File: config.mk
export PLATFORM = sky130hd
export DESIGN_NAME = instr_fetch
export DESIGN_NICKNAME = d
export VERILOG_FILES = /design/src/rtl/instr_fetch_pkg.sv /design/src/rtl/instr_fetch_fifo.sv /design/src/rtl/instr_fetch.sv
export SDC_FILE = /design/constraint.sdc
export NUM_CORES = 1
export LEC_CHECK = 0
export ABC_CLOCK_PERIOD_IN_PS = 4900
export CORE_MARGIN = 5
export CORE_UTILIZATION = 50
export DETAILED_ROUTE_END_ITERATION = 6
export GPL_TIMING_DRIVEN = 0
export HOLD_SLACK_MARGIN = 0.05
export PLACE_DENSITY = 0.88
export SETUP_SLACK_MARGIN = 0.15
export SYNTH_ARGS = -nofsm -noshare
export SYNTH_HDL_FRONTEND = slang
export SYNTH_SLANG_ARGS = --single-unit
File: constraint.sdc
create_clock -name clk -period 4.9 [get_ports clk]
set_input_delay 1.47 -clock clk [delete_from_list [all_inputs] [get_ports clk]]
set_output_delay 1.47 -clock clk [all_outputs]
set_load 0.02 [all_outputs]
File: src/rtl/instr_fetch_pkg.sv
`default_nettype none
// ============================================================================
// Module      : instr_fetch_pkg
// Description : Shared constants and helpers for the instruction fetch stage.
//               The widths match the program memory address and data ports.
// Revision    : 1.0 - initial release
// ============================================================================
package instr_fetch_pkg;

    localparam int IMEM_ADDR_WIDTH  = 11;
    localparam int IMEM_DATA_WIDTH  = 32;
    localparam int INSTR_WIDTH      = IMEM_DATA_WIDTH;
    localparam int RESET_PC_DEFAULT = 0;
    localparam int PC_INCR          = 4;
    localparam int FETCH_FIFO_DEPTH = 2;

    // A byte target is word aligned only when its two low bits are zero.
    function automatic logic is_misaligned(input logic [1:0] byte_lsbs);
        return (byte_lsbs != 2'b00);
    endfunction

endpackage : instr_fetch_pkg
`default_nettype wire

File: src/rtl/instr_fetch_fifo.sv
`default_nettype none
// ============================================================================
// Module      : fetch_fifo
// Description : Small synchronous prefetch FIFO of {pc, instr} entries with
//               flush. The head is always driven from register storage.
// Revision    : 1.0 - initial release
// ============================================================================
module fetch_fifo
    import instr_fetch_pkg::*;
#(
    parameter int DEPTH = FETCH_FIFO_DEPTH,
    parameter int AW    = IMEM_ADDR_WIDTH,
    parameter int DW    = INSTR_WIDTH,
    parameter int CNT_W = $clog2(DEPTH + 1)
) (
    input  logic             clk,
    input  logic             rst_n,
    input  logic             flush,
    input  logic             push,
    input  logic             pop,
    input  logic [AW-1:0]    push_pc,
    input  logic [DW-1:0]    push_instr,
    output logic [CNT_W-1:0] count,
    output logic [AW-1:0]    head_pc,
    output logic [DW-1:0]    head_instr
);

    localparam int PTR_W = $clog2(DEPTH);
    localparam logic [CNT_W-1:0] FULL_CNT = CNT_W'(DEPTH);

    logic [AW-1:0]    pc_mem    [DEPTH];
    logic [DW-1:0]    instr_mem [DEPTH];
    logic [PTR_W-1:0] rd_ptr;
    logic [PTR_W-1:0] wr_ptr;
    logic             do_pop;
    logic             do_push;

    // Only legal depths are powers of two, so pointers wrap naturally.
    generate
        if (DEPTH != 2 && DEPTH != 4) begin : g_bad_depth
            $error("fetch_fifo: DEPTH must be 2 or 4");
        end
    endgenerate

    // Guard the requests so an empty pop or a full push cannot corrupt state.
    always_comb begin
        do_pop  = pop && (count != '0);
        do_push = push && ((count != FULL_CNT) || do_pop);
    end

    // Pointer and occupancy bookkeeping; flush discards everything.
    always_ff @(posedge clk or negedge rst_n) begin
        if (!rst_n) begin
            rd_ptr <= '0;
            wr_ptr <= '0;
            count  <= '0;
        end else if (flush) begin
            rd_ptr <= '0;
            wr_ptr <= '0;
            count  <= '0;
        end else begin
            if (do_pop) begin
                rd_ptr <= rd_ptr + 1'b1;
            end
            if (do_push) begin
                wr_ptr <= wr_ptr + 1'b1;
            end
            if (do_push && !do_pop) begin
                count <= count + 1'b1;
            end else if (do_pop && !do_push) begin
                count <= count - 1'b1;
            end
        end
    end

    // Entry storage; cleared on reset so the head reads zero out of reset.
    always_ff @(posedge clk or negedge rst_n) begin
        if (!rst_n) begin
            for (int i = 0; i < DEPTH; i++) begin
                pc_mem[i]    <= '0;
                instr_mem[i] <= '0;
            end
        end else if (do_push && !flush) begin
            pc_mem[wr_ptr]    <= push_pc;
            instr_mem[wr_ptr] <= push_instr;
        end
    end

    // Head view straight from storage.
    always_comb begin
        head_pc    = pc_mem[rd_ptr];
        head_instr = instr_mem[rd_ptr];
    end

endmodule : fetch_fifo
`default_nettype wire

File: src/rtl/instr_fetch.sv
`default_nettype none
// ============================================================================
// Module      : instr_fetch
// Description : Instruction fetch stage. Owns the PC, addresses the
//               combinational-read program memory, buffers returned words in
//               a prefetch FIFO and hands them to decode via valid/ready.
//               Supports redirect with flush and sticky misalign detection.
// Revision    : 1.0 - initial release
// ============================================================================
module instr_fetch
    import instr_fetch_pkg::*;
#(
    parameter int ADDR_WIDTH = IMEM_ADDR_WIDTH,
    parameter int DATA_WIDTH = INSTR_WIDTH,
    parameter int RESET_PC   = RESET_PC_DEFAULT,
    parameter int FIFO_DEPTH = FETCH_FIFO_DEPTH
) (
    input  logic                  clk,
    input  logic                  rst_n,
    output logic [ADDR_WIDTH-1:0] imem_addr,
    input  logic [DATA_WIDTH-1:0] imem_rdata,
    input  logic                  fetch_en,
    input  logic                  redirect_valid,
    input  logic [ADDR_WIDTH-1:0] redirect_pc,
    output logic                  out_valid,
    input  logic                  out_ready,
    output logic [DATA_WIDTH-1:0] out_instr,
    output logic [ADDR_WIDTH-1:0] out_pc,
    output logic                  misalign_err
);

    localparam int CNT_W = $clog2(FIFO_DEPTH + 1);
    localparam logic [CNT_W-1:0]      FULL_CNT = CNT_W'(FIFO_DEPTH);
    localparam logic [ADDR_WIDTH-1:0] RST_PC   = ADDR_WIDTH'(RESET_PC);
    localparam logic [ADDR_WIDTH-1:0] INCR     = ADDR_WIDTH'(PC_INCR);

    logic [ADDR_WIDTH-1:0] fetch_pc;
    logic [CNT_W-1:0]      count;
    logic                  pop;
    logic                  push;

    // Redirect wins: it suppresses both the pop and the push of its cycle.
    always_comb begin
        out_valid = (count != '0);
        pop       = out_valid && out_ready && !redirect_valid;
        push      = fetch_en && !redirect_valid && ((count != FULL_CNT) || pop);
        imem_addr = fetch_pc;
    end

    // Program counter: aligned redirect target, else sequential advance on push.
    always_ff @(posedge clk or negedge rst_n) begin
        if (!rst_n) begin
            fetch_pc <= RST_PC;
        end else if (redirect_valid) begin
            fetch_pc <= {redirect_pc[ADDR_WIDTH-1:2], 2'b00};
        end else if (push) begin
            fetch_pc <= fetch_pc + INCR;
        end
    end

    // Sticky misaligned-target flag, cleared only by reset.
    always_ff @(posedge clk or negedge rst_n) begin
        if (!rst_n) begin
            misalign_err <= 1'b0;
        end else if (redirect_valid && is_misaligned(redirect_pc[1:0])) begin
            misalign_err <= 1'b1;
        end
    end

    fetch_fifo #(
        .DEPTH (FIFO_DEPTH),
        .AW    (ADDR_WIDTH),
        .DW    (DATA_WIDTH),
        .CNT_W (CNT_W)
    ) u_fetch_fifo (
        .clk        (clk),
        .rst_n      (rst_n),
        .flush      (redirect_valid),
        .push       (push),
        .pop        (pop),
        .push_pc    (fetch_pc),
        .push_instr (imem_rdata),
        .count      (count),
        .head_pc    (out_pc),
        .head_instr (out_instr)
    );

endmodule : instr_fetch
`default_nettype wire

# After elaboration in Yosys (flattened, before gate mapping)
# Index checks and enable logic that the tools add are counted.
dict set report totals {
  reg_bits 102
  inputBits 48
  out_inout_bits 56
}
dict set report classes {
  n_addsub 5
  magnitude_cmp 3
  eq_ne 1
  n_mux 21
  n_bitwise 2
  reduce_logical 22
}
# op n
set ops {}
lappend ops {{2-to-1 mux 32 bit} 4}
lappend ops {{2-to-1 mux 11 bit} 6}
lappend ops {{bitwise mux 64 bit} 1}
lappend ops {{demux 32 bit (select 1 bit)} 1}
lappend ops {{bitwise mux 22 bit} 1}
lappend ops {{adder 11 x 3 -> 11 bit (second input constant)} 1}
lappend ops {{demux 11 bit (select 1 bit)} 1}
lappend ops {{logical AND 1 bit} 11}
lappend ops {{nonzero test 2 bit} 5}
lappend ops {{2-to-1 mux 2 bit} 3}
lappend ops {{>= comparator 2 bit (second input constant)} 2}
lappend ops {{2-to-1 mux 1 bit} 4}
lappend ops {{NOT 1 -> 2 bit} 2}
lappend ops {{zero test 1 bit} 3}
lappend ops {{nonzero test 3 bit} 1}
lappend ops {{adder 1 bit (second input constant)} 2}
lappend ops {{adder 2 x 1 -> 2 bit (second input constant)} 1}
lappend ops {{logical OR 1 bit} 2}
lappend ops {{< comparator 2 x 1 -> 1 bit (second input constant)} 1}
lappend ops {{!= test 2 bit (second input constant)} 1}
lappend ops {{subtractor 2 x 1 -> 2 bit (second input constant)} 1}

# Longest topological paths before layout
dict set report logic_depth {
  depth_word 11
  depth_mapped 5
  ltp_nobuf 4
}

# Hierarchy
# Synthesis repeated with hierarchy kept, for this count alone.
dict set report hier_totals {
  cells_unflattened 330
  hier_area_um2 4763.3
}
# module n_inst cells_each area_per_inst_um2 seq_area_each_um2
set modules_own_cells {}
lappend modules_own_cells {fetch_fifo 1 254 4077.7 2252.2}
lappend modules_own_cells {instr_fetch 1 76 685.7 250.2}

# Worst setup path after synthesis
# No wires, ideal clock.
dict set report synth_timing {
  path_type {reg2out}
  from {register u_fetch_fifo.rd_ptr}
  to {output out_instr[10]}
  arrival_time_ns 1.261
  path_slack_ns 2.169
  path_stages_with_launch 4
  n_path_buf 2
  path_cell_list {dfrtp_1 > clkbuf_1 > clkbuf_1 > mux2_2}
}
dict set report synth_between {
  elab_chain_len 4
}
# element line_no
set synth_lines {}
lappend synth_lines {{from (decl)} instr_fetch_fifo.sv:33} ;# logic [PTR_W-1:0] rd_ptr;
lappend synth_lines {{from (signal assigned)} instr_fetch_fifo.sv:63} ;# rd_ptr <= rd_ptr + 1'b1;
lappend synth_lines {{NOT 1 -> 2 bit (not written as such)} instr_fetch_fifo.sv:92} ;# head_instr = instr_mem[rd_ptr];
lappend synth_lines {{2-to-1 mux 32 bit (not written as such) (3 in series)} instr_fetch_fifo.sv:92}
lappend synth_lines {{to (decl)} instr_fetch.sv:27} ;# output logic [DATA_WIDTH-1:0] out_instr,
# No other way between the ends. The select of a mux whose other input is x is not followed.

# Worst setup path after layout
dict set report layout_timing {
  from {register u_fetch_fifo.rd_ptr}
  to {output out_instr[9]}
}
# The elaborated chain is that of the path after synthesis.

==> key figures <==
Clock network
  • CTS HTree Levels: 3
  • Clk_lat worst skew: 0.35 ns
  • Clk slew on worst S/H paths: 0.09 ns
  • Clock root buffer master: clkbuf_8
  • Hold Buf Count CTS: 0
  • Clk sink count: 96
  • Resized cells post-CTS: 0
  • CTS tree: built
  • Setup Buffers After CTS: 0
  • CTS Buffer Depth: 2
  • Total CTS buffers: 9

Yosys
  • EDFF count, synth: 0
  • Top cells by area, synth: dfrtp_1, mux2_2, mux2_4
  • Top-count cell post-synth: mux2_2
  • Syn avg cell area: 14.26 sq um
  • Mapped Area: 0.004533 sq mm
  • Sequential fraction of the synthesis area: 0.5299
  • Yosys top cell area share: 0.5299
  • Area leader, netlist: dfrtp_1
  • Fraction of registers with async set/reset: 1.000
  • Count of cell types in the netlist: 44
  • Main synth FF type: dfrtp_1
  • Yosys warning total: 0
  • Post-Synthesis Cells: 318
  • Register bit count reported by yosys: 96
  • Most frequent cells after synthesis: mux2_2, dfrtp_1, mux2_4, nor2_1, o21ai_0

Power
  • Reg power frac: 0.449
  • Switching Fraction: 0.2897
  • Clock share of power: 0.238
  • Pwr per Cell Area: 404.0 mW/mm^2
  • P_int: 1.697 mW
  • Comb power frac: 0.313
  • Sw Pwr: 0.6923 mW
  • Max rail drop VDD: 168.7 uV
  • Power Total: 2.389 mW
  • Leakage: 2.463 nW

Timing
  • Sum of negative setup slack: 0 ns
  • Final Hold Viols: 0
  • Worst-margin pin slew: 0.5878 ns
  • Setup Viol. Count Final: 0
  • Minimum clock period: 3.910 ns
  • Max Clk Rate: 255.7 MHz
  • Final slew viol count: 0
  • RSZ-0062 raised after global routing: false
  • Max_slew headroom: 0.6081
  • Final WS setup: 0.9896 ns
  • Period utilization: 0.7980
  • Clock Skews: 0.006192 ns

Drt
  • Aggregate routed wire length: 9.802 mm
  • Initial drt markers: 83
  • Detailed-route via count: 2,999
  • Residual DRC count: 0
  • Post-route ant nets: 0
  • TritonRoute pass-1 iters: 4
  • Via-to-Cell Ratio: 5.503
  • Drt wl/cell: 17.99 um

Worst setup path
  • Worst path required time: 3.43 ns
  • Worst r2r path cells: 4
  • CP startpoint kind: flop
  • Worst-path maximum fanout: 10
  • Critical path class: reg2out
  • CP arrival: 2.44 ns
  • Crit. End Element: primary output

Floorplan
  • Row Count: 34
  • DIE WIDTH: 105.2 um
  • Initial core utilization: 0.5173
  • Die area: 0.01107 sq mm
  • IO Pins: 104
  • Core area: 0.008763 sq mm
  • Chip Height: 105.2 um

Placement
  • Hpwl dp: 7.067 mm
  • Pre-CTS WS: 1.373 ns
  • Port Buffers: 99
  • Final Wtd Congestion: 0.8047

Global route
  • Grt ovf: 0
  • First-pass GRT wire length: 16.28 mm
  • GRT Overall Usage: 0.1818
  • Initial antenna violation count: 0
  • Largest net degree at the start of global routing: 62
  • Vias in the first global route: 3,285

Layout
  • Post-layout nets: 481
  • Register Area: 0.002402 sq mm
  • # diodes: 0
  • Area grow syn2layout: 30.47%
  • Layout cell share with drive strength beyond 1: 0.3730
  • Fill cell count: 659
  • Multi-input gate area in the final layout: 0.001937 sq mm

Hold path
  • Hold Path Depth: 1
  • Hold WC Path Type: reg2reg

Run
  • Max cap viols: 0

Outcome
  • Status: complete, no violations
cell usage in the layout (no fill, tap or decap), types with 2 or more instances in the layout:
| master | synthesis | final |
|---|---|---|
| or4_1 | 4 | 4 |
| dfrtp_1 | 96 | 96 |
| buf_8 | 3 | 3 |
| nor2_1 | 10 | 10 |
| nand2_1 | 3 | 3 |
| clkbuf_8 | 0 | 9 |
| o311ai_0 | 2 | 2 |
| a21oi_1 | 2 | 2 |
| inv_6 | 0 | 2 |
| mux2_2 | 110 | 110 |
| inv_1 | 3 | 3 |
| buf_4 | 5 | 6 |
| nor3b_1 | 2 | 2 |
| buf_6 | 5 | 5 |
| nor4_1 | 2 | 2 |
| or2_2 | 2 | 2 |
| nor2b_1 | 2 | 2 |
| o21ai_0 | 9 | 9 |
| mux2_4 | 10 | 10 |
| mux2_1 | 3 | 3 |
| bufinv_16 | 0 | 2 |
| buf_2 | 4 | 4 |
| o31ai_1 | 3 | 3 |
| clkbuf_1 | 4 | 5 |
| a221oi_1 | 2 | 2 |
| conb_1 | 1 | 4 |
| or3_1 | 2 | 2 |
| nand3_1 | 6 | 6 |
| clkdlybuf4s50_1 | 0 | 98 |
| a31oi_1 | 5 | 5 |
critical path, stage by stage, from the launching register on:
cell	delay, ns
dfrtp_1	0.33
clkbuf_1	0.27
clkbuf_1	0.51
mux2_2	0.41
clkdlybuf4s50_1	0.56
final timing paths:
check	startpoint	end	slack, ns
max	u_fetch_fifo.rd_ptr$_DFFE_PN0P_	out_instr[9]	0.99
min	misalign_err$_DFFE_PN0P_	misalign_err$_DFFE_PN0P_	0.48
max reg2reg	u_fetch_fifo.count[1]$_DFFE_PN0P_	u_fetch_fifo.instr_mem[42]$_DFFE_PN0P_	3.10
min reg2reg	misalign_err$_DFFE_PN0P_	misalign_err$_DFFE_PN0P_	0.48
max in group asynchronous	rst_n	u_fetch_fifo.instr_mem[16]$_DFFE_PN0P_	3.18
min in group asynchronous	rst_n	u_fetch_fifo.instr_mem[5]$_DFFE_PN0P_	1.06
power groups by stage:
stage / logic [mW] / clock network, mW / registers (mW)
6_report: 0.748 / 0.570 / 1.07
5_1_grt: 0.800 / 0.619 / 1.09
4_1_cts: 0.759 / 0.582 / 1.07
3_5_place_dp: 0.754 / 0 / 1.09
3_3_place_gp: 0.733 / 0 / 1.07
2_1_floorplan: 0.452 / 0 / 1.06
sequential cells by signal, summed over array words and instances, names as in the netlist:
name / count
imem_addr: 9
misalign_err: 1
u_fetch_fifo.count: 2
u_fetch_fifo.instr_mem: 64
u_fetch_fifo.pc_mem: 18
u_fetch_fifo.rd_ptr: 1
u_fetch_fifo.wr_ptr: 1
through the flow:
stage | hold WS [ns] | std cells | cell area, sq um | utilization
floorplan | 0.4541 | 321 | 4544 | -
global placement | 0.4580 | 528 | 5670 | 0.6471
detailed placement | 0.4568 | 529 | 5695 | 0.6499
CTS | 0.4882 | 545 | 5914 | 0.6749
global route | 0.5068 | 545 | 5914 | 0.6749
finish | 0.4830 | 545 | 5914 | 0.6749
cells by family after synthesis:
| group | Yosys count | share of synthesized area |
|---|---|---|
| AO/OA/AOI/OAI | 26 | 0.03782 |
| XOR/XNOR | 1 | 0.001932 |
| adder cells (fa/ha/maj) | 1 | 0.002760 |
| buffers and inverters | 25 | 0.04526 |
| flip-flops | 96 | 0.5299 |
| multiplexers | 123 | 0.3138 |
| other | 1 | 0.0008272 |
| AND/OR/NAND/NOR | 45 | 0.06763 |
layer usage:
metal	global-route usage	vias to the layer above	share of wire
li1	-	1382	-
met1	0.2351	1514	0.44
met2	0.3038	90	0.50
met3	0.03545	13	0.045
met4	0.06667	0	0.017
met5	0	-	0
final cells by class:
type / instances / area share
plain buffers: 22 / 0.03279
well taps: 108 / 0.02285
flip-flops and latches: 96 / 0.4062
clock inverters: 6 / 0.01544
repair buffers: 100 / 0.1718
inverters: 3 / 0.001904
clock buffers: 10 / 0.02158
multi-input cells: 200 / 0.3275
Note: power is estimated with default switching activity, not from simulation.
